**config.mk**
```make
export PLATFORM = sky130hd
export DESIGN_NAME = neo_video_out
export DESIGN_NICKNAME = d
export VERILOG_FILES = /design/src/rtl/neo_video_pkg.sv /design/src/rtl/neo_color_chan.sv /design/src/rtl/neo_video_out.sv
export SDC_FILE = /design/constraint.sdc
export NUM_CORES = 1
export LEC_CHECK = 0
export ABC_AREA = 1
export CAP_MARGIN = 20
export CORE_MARGIN = 2
export CORE_UTILIZATION = 55
export CTS_BUF_LIST = sky130_fd_sc_hd__clkbuf_8
export DETAILED_ROUTE_END_ITERATION = 7
export MAX_ROUTING_LAYER = met4
export PLACE_DENSITY_LB_ADDON = 0.1
export REMOVE_ABC_BUFFERS = 1
export SLEW_MARGIN = 20
export SYNTH_ARGS = -nofsm -noshare
export SYNTH_HDL_FRONTEND = slang
export SYNTH_SLANG_ARGS = --single-unit
```
**constraint.sdc**
```tcl
create_clock -name CLK -period 2.3 [get_ports CLK]
set_input_delay 0.46 -clock CLK [delete_from_list [all_inputs] [get_ports CLK]]
set_output_delay 0.46 -clock CLK [all_outputs]
set_load 0.02 [all_outputs]
```
**src/rtl/neo_video_pkg.sv**
```systemverilog
// Shared constants and palette conversion helpers for the Neo-Geo pixel output stage.
package neo_video_pkg;

    localparam int PAL_DARK_BIT = 15;
    localparam int MAX_COLOR_W  = 11;

    localparam int R_NIB_LO  = 8;
    localparam int G_NIB_LO  = 4;
    localparam int B_NIB_LO  = 0;
    localparam int R_LSB_BIT = 14;
    localparam int G_LSB_BIT = 13;
    localparam int B_LSB_BIT = 12;

    typedef struct packed {
        logic hsync;
        logic vsync;
        logic de;
    } ctl_t;

    localparam ctl_t CTL_IDLE = '{hsync: 1'b1, vsync: 1'b1, de: 1'b0};

    // Channel index 0/1/2 = R/G/B
    function automatic int chan_nib_lo(input int ch);
        case (ch)
            0:       return R_NIB_LO;
            1:       return G_NIB_LO;
            default: return B_NIB_LO;
        endcase
    endfunction

    function automatic int chan_lsb_bit(input int ch);
        case (ch)
            0:       return R_LSB_BIT;
            1:       return G_LSB_BIT;
            default: return B_LSB_BIT;
        endcase
    endfunction

    function automatic logic [5:0] pal_to_c6(input logic [3:0] nibble, input logic lsb,
                                             input logic dark);
        logic [6:0] diff;
        diff = {1'b0, nibble, lsb, nibble[3]} - {6'd0, dark};
        return diff[6] ? 6'd0 : diff[5:0];
    endfunction

    // Replicates the upper c6 bits into the extra LSBs so full scale stays full scale
    function automatic logic [MAX_COLOR_W-1:0] expand_c6(input logic [5:0] c6, input int width);
        logic [MAX_COLOR_W-1:0] hi;
        logic [MAX_COLOR_W-1:0] lo;
        hi = {5'd0, c6} << (width - 6);
        lo = {6'd0, c6[4:0]} >> (MAX_COLOR_W - width);
        return hi | lo;
    endfunction

endpackage

```
**src/rtl/neo_color_chan.sv**
```systemverilog
// One colour channel: palette nibble to COLOR_W intensity with shadow and blank, registered.
module neo_color_chan #(
    parameter int COLOR_W = 8
) (
    input  logic               clk,
    input  logic               rst_n,
    input  logic               clk_en,
    input  logic [3:0]         nibble,
    input  logic               lsb,
    input  logic               dark,
    input  logic               shadow,
    input  logic               blank,
    output logic [COLOR_W-1:0] color
);
    import neo_video_pkg::*;

    logic [COLOR_W-1:0] conv;
    logic [COLOR_W-1:0] color_d;
    logic [COLOR_W-1:0] color_q;

    always_comb begin
        conv    = COLOR_W'(expand_c6(pal_to_c6(nibble, lsb, dark), COLOR_W));
        color_d = color_q;
        if (clk_en) begin
            if (blank) begin
                color_d = '0;
            end else if (shadow) begin
                color_d = conv >> 1;
            end else begin
                color_d = conv;
            end
        end
    end

    always_ff @(posedge clk or negedge rst_n) begin
        if (!rst_n) begin
            color_q <= '0;
        end else begin
            color_q <= color_d;
        end
    end

    assign color = color_q;

endmodule

```
**src/rtl/neo_video_out.sv**
```systemverilog
// Neo-Geo pixel output stage: palette to RGB pipeline, latency-matched syncs/DE,
// and beam position / line length counters.
module neo_video_out #(
    parameter int COLOR_W     = 8,
    parameter int PIPE_STAGES = 1,
    parameter int POS_W       = 9
) (
    input  logic               CLK,
    input  logic               nRESET,
    input  logic               CLK_EN_PIX,
    input  logic [15:0]        PAL_DATA,
    input  logic               SHADOW,
    input  logic               BLANK,
    input  logic               HSYNC_IN,
    input  logic               VSYNC_IN,
    output logic [COLOR_W-1:0] RED,
    output logic [COLOR_W-1:0] GREEN,
    output logic [COLOR_W-1:0] BLUE,
    output logic               HSYNC,
    output logic               VSYNC,
    output logic               DE,
    output logic [POS_W-1:0]   HPOS,
    output logic [POS_W-1:0]   VPOS,
    output logic [POS_W-1:0]   LINE_PIXELS
);
    import neo_video_pkg::*;

    generate
        if (COLOR_W < 6 || COLOR_W > 11) begin : g_bad_color_w
            $error("neo_video_out: COLOR_W must be 6..11");
        end
        if (PIPE_STAGES < 0 || PIPE_STAGES > 4) begin : g_bad_pipe
            $error("neo_video_out: PIPE_STAGES must be 0..4");
        end
    endgenerate

    localparam int BUS_W = 3 * COLOR_W + 3;
    localparam logic [BUS_W-1:0] BUS_IDLE = {{(3 * COLOR_W){1'b0}}, CTL_IDLE};

    logic [15:0]      pal1_d, pal1_q;
    logic             shadow1_d, shadow1_q, blank1_d, blank1_q;
    logic             hs1_d, hs1_q, vs1_d, vs1_q;
    logic             hs_prev_d, hs_prev_q, vs_prev_d, vs_prev_q;
    ctl_t             ctl2_d, ctl2_q;
    logic [POS_W-1:0] hpos_d, hpos_q, vpos_d, vpos_q, lpix_d, lpix_q;
    logic             hs_fall, vs_fall;

    logic [COLOR_W-1:0] chan_c [3];
    logic [BUS_W-1:0]   stage_w [PIPE_STAGES+1];

    always_comb begin
        pal1_d    = pal1_q;
        shadow1_d = shadow1_q;
        blank1_d  = blank1_q;
        hs1_d     = hs1_q;
        vs1_d     = vs1_q;
        hs_prev_d = hs_prev_q;
        vs_prev_d = vs_prev_q;
        ctl2_d    = ctl2_q;
        if (CLK_EN_PIX) begin
            pal1_d       = PAL_DATA;
            shadow1_d    = SHADOW;
            blank1_d     = BLANK;
            hs1_d        = HSYNC_IN;
            vs1_d        = VSYNC_IN;
            hs_prev_d    = hs1_q;
            vs_prev_d    = vs1_q;
            ctl2_d.hsync = hs1_q;
            ctl2_d.vsync = vs1_q;
            ctl2_d.de    = ~blank1_q;
        end
    end

    // Edges are taken from the stage-1 samples so counters stay aligned with the data path
    assign hs_fall = hs_prev_q & ~hs1_q;
    assign vs_fall = vs_prev_q & ~vs1_q;

    always_comb begin
        hpos_d = hpos_q;
        vpos_d = vpos_q;
        lpix_d = lpix_q;
        if (CLK_EN_PIX) begin
            if (hs_fall) begin
                lpix_d = hpos_q + 1'b1;
                hpos_d = '0;
                vpos_d = (&vpos_q) ? vpos_q : vpos_q + 1'b1;
            end else begin
                hpos_d = (&hpos_q) ? hpos_q : hpos_q + 1'b1;
            end
            if (vs_fall) begin
                vpos_d = '0;
            end
        end
    end

    always_ff @(posedge CLK or negedge nRESET) begin
        if (!nRESET) begin
            pal1_q    <= '0;
            shadow1_q <= 1'b0;
            blank1_q  <= 1'b1;
            hs1_q     <= 1'b1;
            vs1_q     <= 1'b1;
            hs_prev_q <= 1'b1;
            vs_prev_q <= 1'b1;
            ctl2_q    <= CTL_IDLE;
            hpos_q    <= '0;
            vpos_q    <= '0;
            lpix_q    <= '0;
        end else begin
            pal1_q    <= pal1_d;
            shadow1_q <= shadow1_d;
            blank1_q  <= blank1_d;
            hs1_q     <= hs1_d;
            vs1_q     <= vs1_d;
            hs_prev_q <= hs_prev_d;
            vs_prev_q <= vs_prev_d;
            ctl2_q    <= ctl2_d;
            hpos_q    <= hpos_d;
            vpos_q    <= vpos_d;
            lpix_q    <= lpix_d;
        end
    end

    for (genvar gi = 0; gi < 3; gi++) begin : g_chan
        localparam int NIB_LO  = chan_nib_lo(gi);
        localparam int LSB_BIT = chan_lsb_bit(gi);
        neo_color_chan #(.COLOR_W(COLOR_W)) u_chan (
            .clk    (CLK),
            .rst_n  (nRESET),
            .clk_en (CLK_EN_PIX),
            .nibble (pal1_q[NIB_LO +: 4]),
            .lsb    (pal1_q[LSB_BIT]),
            .dark   (pal1_q[PAL_DARK_BIT]),
            .shadow (shadow1_q),
            .blank  (blank1_q),
            .color  (chan_c[gi])
        );
    end

    assign stage_w[0] = {chan_c[0], chan_c[1], chan_c[2], ctl2_q};

    for (genvar gi = 0; gi < PIPE_STAGES; gi++) begin : g_pipe
        logic [BUS_W-1:0] pipe_d;
        logic [BUS_W-1:0] pipe_q;

        always_comb begin
            pipe_d = pipe_q;
            if (CLK_EN_PIX) begin
                pipe_d = stage_w[gi];
            end
        end

        always_ff @(posedge CLK or negedge nRESET) begin
            if (!nRESET) begin
                pipe_q <= BUS_IDLE;
            end else begin
                pipe_q <= pipe_d;
            end
        end

        assign stage_w[gi+1] = pipe_q;
    end

    assign {RED, GREEN, BLUE, HSYNC, VSYNC, DE} = stage_w[PIPE_STAGES];
    assign HPOS        = hpos_q;
    assign VPOS        = vpos_q;
    assign LINE_PIXELS = lpix_q;

endmodule

```
==> impl_table.tex, run 1 <==
\begin{tabular}{lr}
\hline
Metric & Value \\
\hline
\multicolumn{2}{l}{\textbf{Run status}} \\
\quad Run status & completed \\
\multicolumn{2}{l}{\textbf{Worst setup path}} \\
\quad Element type at the critical path end & primary output \\
\quad Cell chain of the critical path & clkdlybuf4s50\_1 \\
\quad Reg2reg path depth & 12 \\
\quad Family with the most delay on the worst path & buffers and inverters \\
\quad Worst Path Required & roughly 1.8 ns \\
\quad CP peak stage delay & 0.59 ns \\
\quad Data arrival time of the worst path & between 1 and 1.5 ns \\
\quad Worst reg2reg path endpoint & HPOS[2] \\
\quad Crit start category & register \\
\quad Flop2flop setup slack & 0.40 ns \\
\quad Critical path buffers and inverters & 1 \\
\quad Slowest stage cell on the critical path & sky130\_fd\_sc\_hd\_\_clkdlybuf4s50\_1 \\
\quad Max FO, Critical Path & 2 \\
\quad Start of the worst register-to-register path & HPOS[0] \\
\quad CP Class & register to primary output \\
\multicolumn{2}{l}{\textbf{Route}} \\
\quad DRC Markers & 0 \\
\quad Count of TritonRoute iterations in the first routing pass & 4 \\
\quad Count of nets left with antenna violations after detail routing & 0 \\
\quad Detailed router's first-iteration violation count & 174 \\
\quad Average vias per placed instance & around 5.0 \\
\quad Total vias in the final route & 3695 \\
\quad Routed length per instance & around 12 microns \\
\quad Routed wire length & roughly 9 mm \\
\multicolumn{2}{l}{\textbf{Final layout}} \\
\quad Final \#Nets & 658 \\
\quad Signed area change from the synthesized netlist to the final layout & 23.8\% \\
\quad Share of post-route cells with drive strength above 1 & 6.98\% \\
\quad Number of standard cells in the layout, taps in and fillers out & roughly 730 \\
\quad Final-layout fill cell count & $\sim$640 \\
\quad Antenna cells & 0 \\
\multicolumn{2}{l}{\textbf{Clock tree}} \\
\quad Clock Tree Root & sky130\_fd\_sc\_hd\_\_clkbuf\_8 \\
\quad Bufs on Longest Clock Path & 2 \\
\quad Post-CTS setup buffers & 0 \\
\quad CTS clk-pin slew, worst paths & roughly 0.090 ns \\
\quad Number of buffers created by CTS & 9 \\
\quad CTS H-tree depth & 3 \\
\quad Cts-stage hold buffer count & 0 \\
\quad Cells resized by post-CTS repair & 0 \\
\quad Clock insertion delay at the later pin of the skew report & 0.36 ns \\
\quad Clock tree from TritonCTS & yes \\
\quad TritonCTS sink count & 95 \\
\multicolumn{2}{l}{\textbf{Place}} \\
\quad Gp weighted congestion & 0.954 \\
\quad Placed cell count & 716 \\
\quad Number of input and output port buffers inserted & 76 \\
\quad Pre-CTS worst setup slack & 0.428 ns \\
\quad Final HPWL DP & 6.57 mm \\
\multicolumn{2}{l}{\textbf{Global routing}} \\
\quad Maximum number of pins on one net before global-route repair & 36 \\
\quad Number of antenna violations at the first check in global routing & 0 \\
\quad Wire length of the first global-routing pass & roughly 16 mm \\
\quad Number of global-route vias before repair & 3556 \\
\quad Global routing usage summed across all routing layers & a little under a quarter \\
\quad Total grt overflow & 0 \\
\multicolumn{2}{l}{\textbf{Die}} \\
\quad Number of top-level pins & 77 \\
\quad Effective utilization at floorplan & between 50\% and 60\% \\
\quad Placeable core region & 7810 sq um \\
\quad Number of cell rows & 32 \\
\quad DIE HEIGHT & 94.4 microns \\
\quad Die area & 8910 sq um \\
\quad Chip Width & between 90 and 100 microns \\
\multicolumn{2}{l}{\textbf{Synthesis}} \\
\quad Area share of the largest cell type after synthesis & about half \\
\quad Cell Area, Synth & 4500 sq um \\
\quad Post-synthesis sequential area ratio & a little over half \\
\quad Number of synthesis warnings & 0 \\
\quad Syn avg cell area & between 8 and 9 sq um \\
\quad Flip-flop and latch count after synthesis & 95 \\
\quad Cell taking the most area after synthesis & sky130\_fd\_sc\_hd\_\_dfrtp\_1 \\
\quad Unique masters post-synth & 32 \\
\quad Count of mapped cells out of synthesis & between 500 and 600 \\
\quad Leading post-synthesis cells by cell area & sky130\_fd\_sc\_hd\_\_dfrtp\_1, sky130\_fd\_sc\_hd\_\_nand2\_1, sky130\_fd\_sc\_hd\_\_inv\_1 \\
\multicolumn{2}{l}{\textbf{Timing}} \\
\quad Normalized max-slew margin & 71.6\% \\
\quad Worst Max-Slew Pin Slew & $\sim$0.42 ns \\
\quad Hold Fails Final Rpt & 0 \\
\quad Max Clk Rate & 513 MHz \\
\quad Worst path setup slack after routing & 0.350 ns \\
\quad Final period utilization & a little over four fifths \\
\quad Final Slew Violations & 0 \\
\quad Final setup violation count & 0 \\
\quad TNS Setup & 0 ns \\
\quad Clock period minus worst slack & 1.95 ns \\
\quad Max Clock Skew & between 0.01 and 0.015 ns \\
\quad RSZ-0062 raised after global routing & false \\
\multicolumn{2}{l}{\textbf{Power and ir drop}} \\
\quad Pwr dens & a little over 800 nW/um\^{}2 \\
\quad P\_leak & between 2 and 3 nW \\
\quad Switching power total & 1.43 mW \\
\quad Sw Share & 31.6\% \\
\quad Highest ir drop seen on vdd & just under 0.4 mV \\
\quad Register share of total power & 47.1\% \\
\quad Combinational cell fraction of total power & a little over a quarter \\
\quad Tot Pwr & about 4.5 mW \\
\quad Internal power & approximately 3.1 mW \\
\quad Power share of the clock group & 26.1\% \\
\multicolumn{2}{l}{\textbf{Run}} \\
\quad Count of max-cap constraint violations & 0 \\
\multicolumn{2}{l}{\textbf{Min path}} \\
\quad Min-delay worst type & input pin to asynchronous set/reset pin \\
\hline
\end{tabular}
[sequential cells by signal (all words and copies together) (netlist names)]
signal               cells
VPOS                     9
LINE_PIXELS              9
blank1_q                 1
HPOS                     9
g_chan.u_chan.color     21
vs1_q                    1
shadow1_q                1
hs1_q                    1
pal1_q                  16
ctl2_q                   3
g_pipe.pipe_q           24
[area by class of cell]
| type | instances | area (sq um) | area share, % |
|---|---|---|---|
| flip-flops and latches | 95 | 2390 | 42.9 |
| multi-input cells | 376 | 1780 | 31.9 |
| repair buffers | 83 | 831 | 14.9 |
| inverters | 60 | 228 | 4.09 |
| clock buffers | 10 | 138 | 2.47 |
| well taps | 102 | 128 | 2.29 |
| clock inverters | 6 | 78.8 | 1.42 |
[power by group through the flow]
stage	combinational (mW)	clock (mW)	sequential [mW]
6_report	1.22	1.19	2.14
5_1_grt	1.35	1.28	2.18
4_1_cts	1.23	1.21	2.14
3_5_place_dp	1.23	0	2.17
3_3_place_gp	1.20	0	2.16
2_1_floorplan	0.446	0	2.36
[worst register-to-register path: stages (launching register included)]
cell	delay, ns
sky130_fd_sc_hd__dfrtp_1	0.43
sky130_fd_sc_hd__ha_1	0.21
sky130_fd_sc_hd__nand3_1	0.12
sky130_fd_sc_hd__nor2_1	0.15
sky130_fd_sc_hd__nand3_1	0.13
sky130_fd_sc_hd__nor2_1	0.13
sky130_fd_sc_hd__ha_1	0.15
sky130_fd_sc_hd__inv_1	0.04
sky130_fd_sc_hd__nand2_2	0.08
sky130_fd_sc_hd__nand2_2	0.09
sky130_fd_sc_hd__inv_1	0.15
sky130_fd_sc_hd__nand2_1	0.07
sky130_fd_sc_hd__o21ai_0	0.07
[worst max path at each step]
stage / start / endpoint / cells after the start
floorplan: HPOS[0] / HPOS[2] / 12
global placement: HPOS[0] / HPOS[8] / 12
detailed placement: HPOS[0] / HPOS[2] / 12
CTS: g_pipe[0].pipe_q[2] / HSYNC / 1
global route: HPOS[0] / HPOS[1] / 12
finish: g_pipe[0].pipe_q[1] / VSYNC / 1
[through the flow]
step / util (%) / area, sq um / hold slack [ns]
6_report: 71.3 / 5570 / 0.0258
5_1_grt: 71.3 / 5570 / 0.0322
4_1_cts: 71.3 / 5570 / 0.0261
3_5_place_dp: 68.5 / 5350 / 0.423
2_1_floorplan: - / 4390 / 0.164
3_3_place_gp: 68.5 / 5350 / 0.418
[placed cells by master (no fill, tap or decap), types with 2 or more instances in the layout]
| cell type | Yosys | final |
|---|---|---|
| sky130_fd_sc_hd__nand3_1 | 40 | 40 |
| sky130_fd_sc_hd__o22ai_1 | 3 | 3 |
| sky130_fd_sc_hd__nor2_1 | 20 | 20 |
| sky130_fd_sc_hd__nand4_1 | 11 | 11 |
| sky130_fd_sc_hd__buf_4 | 4 | 6 |
| sky130_fd_sc_hd__dfrtp_1 | 88 | 88 |
| sky130_fd_sc_hd__nor2_4 | 3 | 3 |
| sky130_fd_sc_hd__clkdlybuf4s50_1 | 0 | 74 |
| sky130_fd_sc_hd__bufinv_16 | 0 | 2 |
| sky130_fd_sc_hd__nand2_2 | 4 | 4 |
| sky130_fd_sc_hd__inv_2 | 3 | 3 |
| sky130_fd_sc_hd__inv_1 | 56 | 59 |
| sky130_fd_sc_hd__o21ai_0 | 33 | 33 |
| sky130_fd_sc_hd__ha_1 | 10 | 10 |
| sky130_fd_sc_hd__o211ai_1 | 5 | 5 |
| sky130_fd_sc_hd__a21oi_1 | 6 | 6 |
| sky130_fd_sc_hd__xor2_1 | 5 | 5 |
| sky130_fd_sc_hd__o21ai_1 | 4 | 4 |
| sky130_fd_sc_hd__dfstp_2 | 7 | 7 |
| sky130_fd_sc_hd__a21o_1 | 2 | 2 |
| sky130_fd_sc_hd__nand2_1 | 220 | 220 |
| sky130_fd_sc_hd__buf_12 | 0 | 2 |
| sky130_fd_sc_hd__clkbuf_8 | 0 | 10 |
| sky130_fd_sc_hd__nor3_1 | 2 | 2 |
[layer usage]
layer | vias to the layer above | wire length [microns] | GRT usage [%] | part of all wire (%)
met5 | - | 0 | - | 0
met4 | 0 | 99 | 7.00 | 1.1
met3 | 10 | 329 | 4.47 | 3.7
met2 | 73 | 4380 | 38.7 | 50
met1 | 1725 | 3990 | 27.9 | 45
li1 | 1887 | - | - | -
[cell families (layout without fill, tap and decap cells)]
logic type / count (synthesis) / after routing / synth area share, %
DFF: 95 / 95 / 53.1
adders and majority gates: 10 / 10 / 2.78
and+or+nand+nor: 304 / 304 / 28.6
AOI/OAI and AO/OA: 56 / 56 / 6.99
buffers and inverters: 78 / 159 / 7.38
xor gates and xnor gates: 6 / 6 / 1.17
[cell usage after synthesis, drive strengths merged]
library cell and n:
a21boi 1, o211ai 6, nand4 11, xor2 5, nand3 41, ha 10, dfrtp 88, nor2 24
a21o 2, xnor2 1, nand2 225, nor3 2, inv 60, o21ai 37, o22ai 3, buf 11
nor4 1, dfstp 7, clkbuf 7, o21bai 1, a21oi 6
No activity file was read; power rests on OpenSTA's default activity.
==> run 2: changes to the inputs <==
CORE_UTILIZATION = 50   (was 55)
clock period = 1.6 ns   (was 2.3 ns; I/O delays follow)
==> run 2 against run 1 <==
  * Critical path type is now register to register
  * Flip-flop and latch count unchanged
  * Global-route usage is 1.8 points lower
  * Non-clock buffer count rose by 34
  * The flow now finishes with violations (hold timing, setup timing)
  * Clock skew fell by 0.0069 ns
  * Combinational power increased by 64%
  * Highest routed layer unchanged
  * Cell area increased by 7.1%
  * Largest cell class unchanged
  * Die area rose by 9.6%
  * First-iteration DRC count down 8.0%
  * Register-to-register slack lost 0.51 ns
  * Clock power grew 47%
  * Critical endpoint is now HPOS[2]
==> impl_table.tex, run 2 (synthesized netlist as in run 1, its figures left out) <==
\begin{tabular}{lr}
\hline
Metric & Value \\
\hline
\multicolumn{2}{l}{\textbf{Run status}} \\
\quad Run status & finished, violations left \\
\quad Violated checks & hold timing, setup timing \\
\multicolumn{2}{l}{\textbf{Worst setup path}} \\
\quad Worst Path Required & between 1.5 and 2 ns \\
\quad CP Class & register to register \\
\quad Data arrival time of the worst path & 1.99 ns \\
\quad Slowest stage cell on the critical path & sky130\_fd\_sc\_hd\_\_dfrtp\_1 \\
\quad CP peak stage delay & between 0.4 and 0.5 ns \\
\quad Flop2flop setup slack & -0.11 ns \\
\quad Family with the most delay on the worst path & simple AND/OR/NAND/NOR gates \\
\quad Element type at the critical path end & register \\
\quad Cell chain of the critical path & ha\_4 -> nand3\_4 -> nor2\_4 -> nand3\_2 -> nor2\_2 -> ha\_2 -> inv\_2 -> nand2\_4 -> nand2\_4 -> inv\_4 -> nand2\_1 -> o21ai\_1 \\
\quad Worst reg2reg path endpoint & HPOS[2] \\
\quad Max FO, Critical Path & 5 \\
\quad Reg2reg path depth & 12 \\
\quad Start of the worst register-to-register path & HPOS[1] \\
\quad Crit start category & register \\
\quad Critical path origin & HPOS[1] \\
\quad Most frequent CP cell & sky130\_fd\_sc\_hd\_\_nand2\_4 \\
\quad Critical path buffers and inverters & 2 \\
\multicolumn{2}{l}{\textbf{Clock tree}} \\
\quad Clock Tree Root & sky130\_fd\_sc\_hd\_\_clkbuf\_8 \\
\quad Clock insertion delay at the later pin of the skew report & 0.35 ns \\
\quad CTS clk-pin slew, worst paths & $\sim$0.09 ns \\
\quad Clock tree from TritonCTS & yes \\
\quad Cts-stage hold buffer count & 0 \\
\quad Bufs on Longest Clock Path & 2 \\
\quad TritonCTS sink count & 95 \\
\quad CTS H-tree depth & 3 \\
\quad Number of buffers created by CTS & 9 \\
\multicolumn{2}{l}{\textbf{Route}} \\
\quad Routed wire length & between 9 and 10 mm \\
\quad Routed length per instance & $\sim$13 microns \\
\quad Count of TritonRoute iterations in the first routing pass & 4 \\
\quad DRC Markers & 0 \\
\quad Total vias in the final route & 3899 \\
\quad Average vias per placed instance & around 5 \\
\quad Count of nets left with antenna violations after detail routing & 0 \\
\quad Detailed router's first-iteration violation count & 160 \\
\multicolumn{2}{l}{\textbf{Timing}} \\
\quad RSZ-0062 raised after global routing & true \\
\quad Worst path setup slack after routing & -0.114 ns \\
\quad Final period utilization & 107\% \\
\quad Normalized max-slew margin & between 60\% and 70\% \\
\quad Final Slew Violations & 0 \\
\quad Final setup violation count & 11 \\
\quad Hold Fails Final Rpt & 6 \\
\quad Max Clk Rate & about 600 MHz \\
\quad Worst Max-Slew Pin Slew & about 0.53 ns \\
\quad Clock period minus worst slack & approximately 1.7 ns \\
\quad Max Clock Skew & roughly 0.0059 ns \\
\quad Hold Slack & -0.0218 ns \\
\multicolumn{2}{l}{\textbf{Global routing}} \\
\quad Maximum number of pins on one net before global-route repair & 96 \\
\quad Wire length of the first global-routing pass & between 15 and 20 mm \\
\quad Number of global-route vias before repair & roughly 3.7k \\
\quad Global routing usage summed across all routing layers & between 20\% and 30\% \\
\quad Total grt overflow & 0 \\
\quad Number of antenna violations at the first check in global routing & 0 \\
\multicolumn{2}{l}{\textbf{Final layout}} \\
\quad Register bank with the most flops & g\_pipe.pipe\_q \\
\quad Final core utilization & between 60\% and 70\% \\
\quad Final \#Nets & 693 \\
\quad Signed area change from the synthesized netlist to the final layout & 32.6\% \\
\quad Final-layout fill cell count & around 750 \\
\quad Number of flip-flops in the largest register & 24 \\
\quad Number of standard cells in the layout, taps in and fillers out & slightly below 800 \\
\quad Antenna cells & 0 \\
\quad Share of post-route cells with drive strength above 1 & between 10\% and 20\% \\
\quad Most frequent standard cell in the layout excluding fill and tap cells & sky130\_fd\_sc\_hd\_\_nand2\_1 \\
\quad Most frequent cells in the layout & sky130\_fd\_sc\_hd\_\_nand2\_1, sky130\_fd\_sc\_hd\_\_dfrtp\_1, sky130\_fd\_sc\_hd\_\_inv\_1 \\
\multicolumn{2}{l}{\textbf{Die}} \\
\quad DIE HEIGHT & around 99 microns \\
\quad Number of cell rows & 34 \\
\quad Effective utilization at floorplan & roughly half \\
\quad Chip Width & slightly below 100 microns \\
\quad Placeable core region & 8720 sq um \\
\quad Die area & $\sim$10000 sq um \\
\quad Number of top-level pins & between 70 and 80 \\
\multicolumn{2}{l}{\textbf{Place}} \\
\quad Number of input and output port buffers inserted & 76 \\
\quad Final HPWL DP & a little under 7 mm \\
\quad Gp weighted congestion & a little under 0.9 \\
\quad Placed cell count & 741 \\
\multicolumn{2}{l}{\textbf{Power and ir drop}} \\
\quad P\_leak & between 3 and 4 nW \\
\quad Highest ir drop seen on vdd & 0.529 mV \\
\quad Pwr dens & 1140 nW/um\^{}2 \\
\multicolumn{2}{l}{\textbf{Run}} \\
\quad Count of max-cap constraint violations & 0 \\
\multicolumn{2}{l}{\textbf{Min path}} \\
\quad Min-delay worst type & input pin to asynchronous set/reset pin \\
\hline
\end{tabular}
## run 2: changes by cell type in the layout (fill, tap and decap cells not counted), moves of 6 or more
cell,delta
sky130_fd_sc_hd__clkdlybuf4s50_1,-54
sky130_fd_sc_hd__dlygate4sd2_1,+48
sky130_fd_sc_hd__buf_4,+33
sky130_fd_sc_hd__ha_1,-10
sky130_fd_sc_hd__inv_1,-10
sky130_fd_sc_hd__inv_2,+6
sky130_fd_sc_hd__nand2_1,-6
## run 2: repair_timing
| item | CTS | global route |
|---|---|---|
| gates resized for setup | 75 | 49 |
| pin swaps | 8 | 10 |
| setup buffers | 4 | 11 |
| setup endpoints to repair | 75 | 33 |
| hold endpoints to repair | 0 | 0 |
| gates cloned | 0 | 1 |
## run 2: worst max path at each step
stage          cells after the start  slack (ns)      end
2_1_floorplan                     12       -0.22  HPOS[2]
3_3_place_gp                      10       -0.05  VPOS[6]
3_5_place_dp                      12       -0.17  HPOS[8]
4_1_cts                           12       -0.06  HPOS[8]
5_1_grt                           12       -0.22  HPOS[2]
6_report                          12       -0.11  HPOS[2]
## run 2: where the power goes
part	internal, mW	total (mW)	switching, mW	leakage [nW]
clock	0.954	1.75	0.796	0.122
combinational	0.841	2.00	1.16	1.87
sequential	2.79	3.03	0.245	1.21
total	4.58	6.78	2.20	3.20
## run 2: metal layers
metal  vias to the layer above  routed length, microns  share of wire, %  GRT usage, %
met5                         -                       0                 0             -
met4                         0                     161               1.6          7.27
met3                        16                     425               4.3          3.90
met2                        83                    5010                51          35.3
met1                      1837                    4300                43          25.7
li1                       1963                       -                 -             -
## run 2: metrics by stage
step / hold WS (ns) / cell area [sq um] / power, mW / setup WS (ns) / setup TNS (ns)
final: -0.0218 / 5960 / 6.78 / -0.114 / -0.785
after CTS: 0.0288 / 5750 / 6.63 / -0.0624 / -0.251
after detailed placement: 0.414 / 5510 / 5.03 / -0.175 / -1.91
after floorplan: 0.0244 / 4390 / 4.03 / -0.224 / -3.19
after global routing: 0.0379 / 5960 / 7.18 / -0.216 / -2.07
after global placement: 0.412 / 5510 / 4.98 / -0.0549 / -0.294
## run 2: final cells by class
| cell class | count | area, sq um | share of cell area [%] |
|---|---|---|---|
| Clock buffer | 11 | 151 | 2.54 |
| Clock inverter | 5 | 72.6 | 1.22 |
| Inverter | 60 | 235 | 3.94 |
| Multi-Input combinational cell | 377 | 1960 | 32.9 |
| Sequential cell | 95 | 2390 | 40.0 |
| Tap cell | 108 | 135 | 2.27 |
| Timing Repair Buffer | 117 | 1020 | 17.1 |
## run 2: worst register-to-register path: stages (launching register included)
cell	delay, ns
sky130_fd_sc_hd__dfrtp_1	0.42
sky130_fd_sc_hd__ha_4	0.17
sky130_fd_sc_hd__nand3_4	0.08
sky130_fd_sc_hd__nor2_4	0.12
sky130_fd_sc_hd__nand3_2	0.09
sky130_fd_sc_hd__nor2_2	0.13
sky130_fd_sc_hd__ha_2	0.19
sky130_fd_sc_hd__inv_2	0.05
sky130_fd_sc_hd__nand2_4	0.07
sky130_fd_sc_hd__nand2_4	0.09
sky130_fd_sc_hd__inv_4	0.10
sky130_fd_sc_hd__nand2_1	0.06
sky130_fd_sc_hd__o21ai_1	0.07
==> run 3: changes to the inputs <==
SLEW_MARGIN = not set   (was 20)
==> results of run 3 <==
No change in the layout: final DEF, timing and power equal those of run 2.
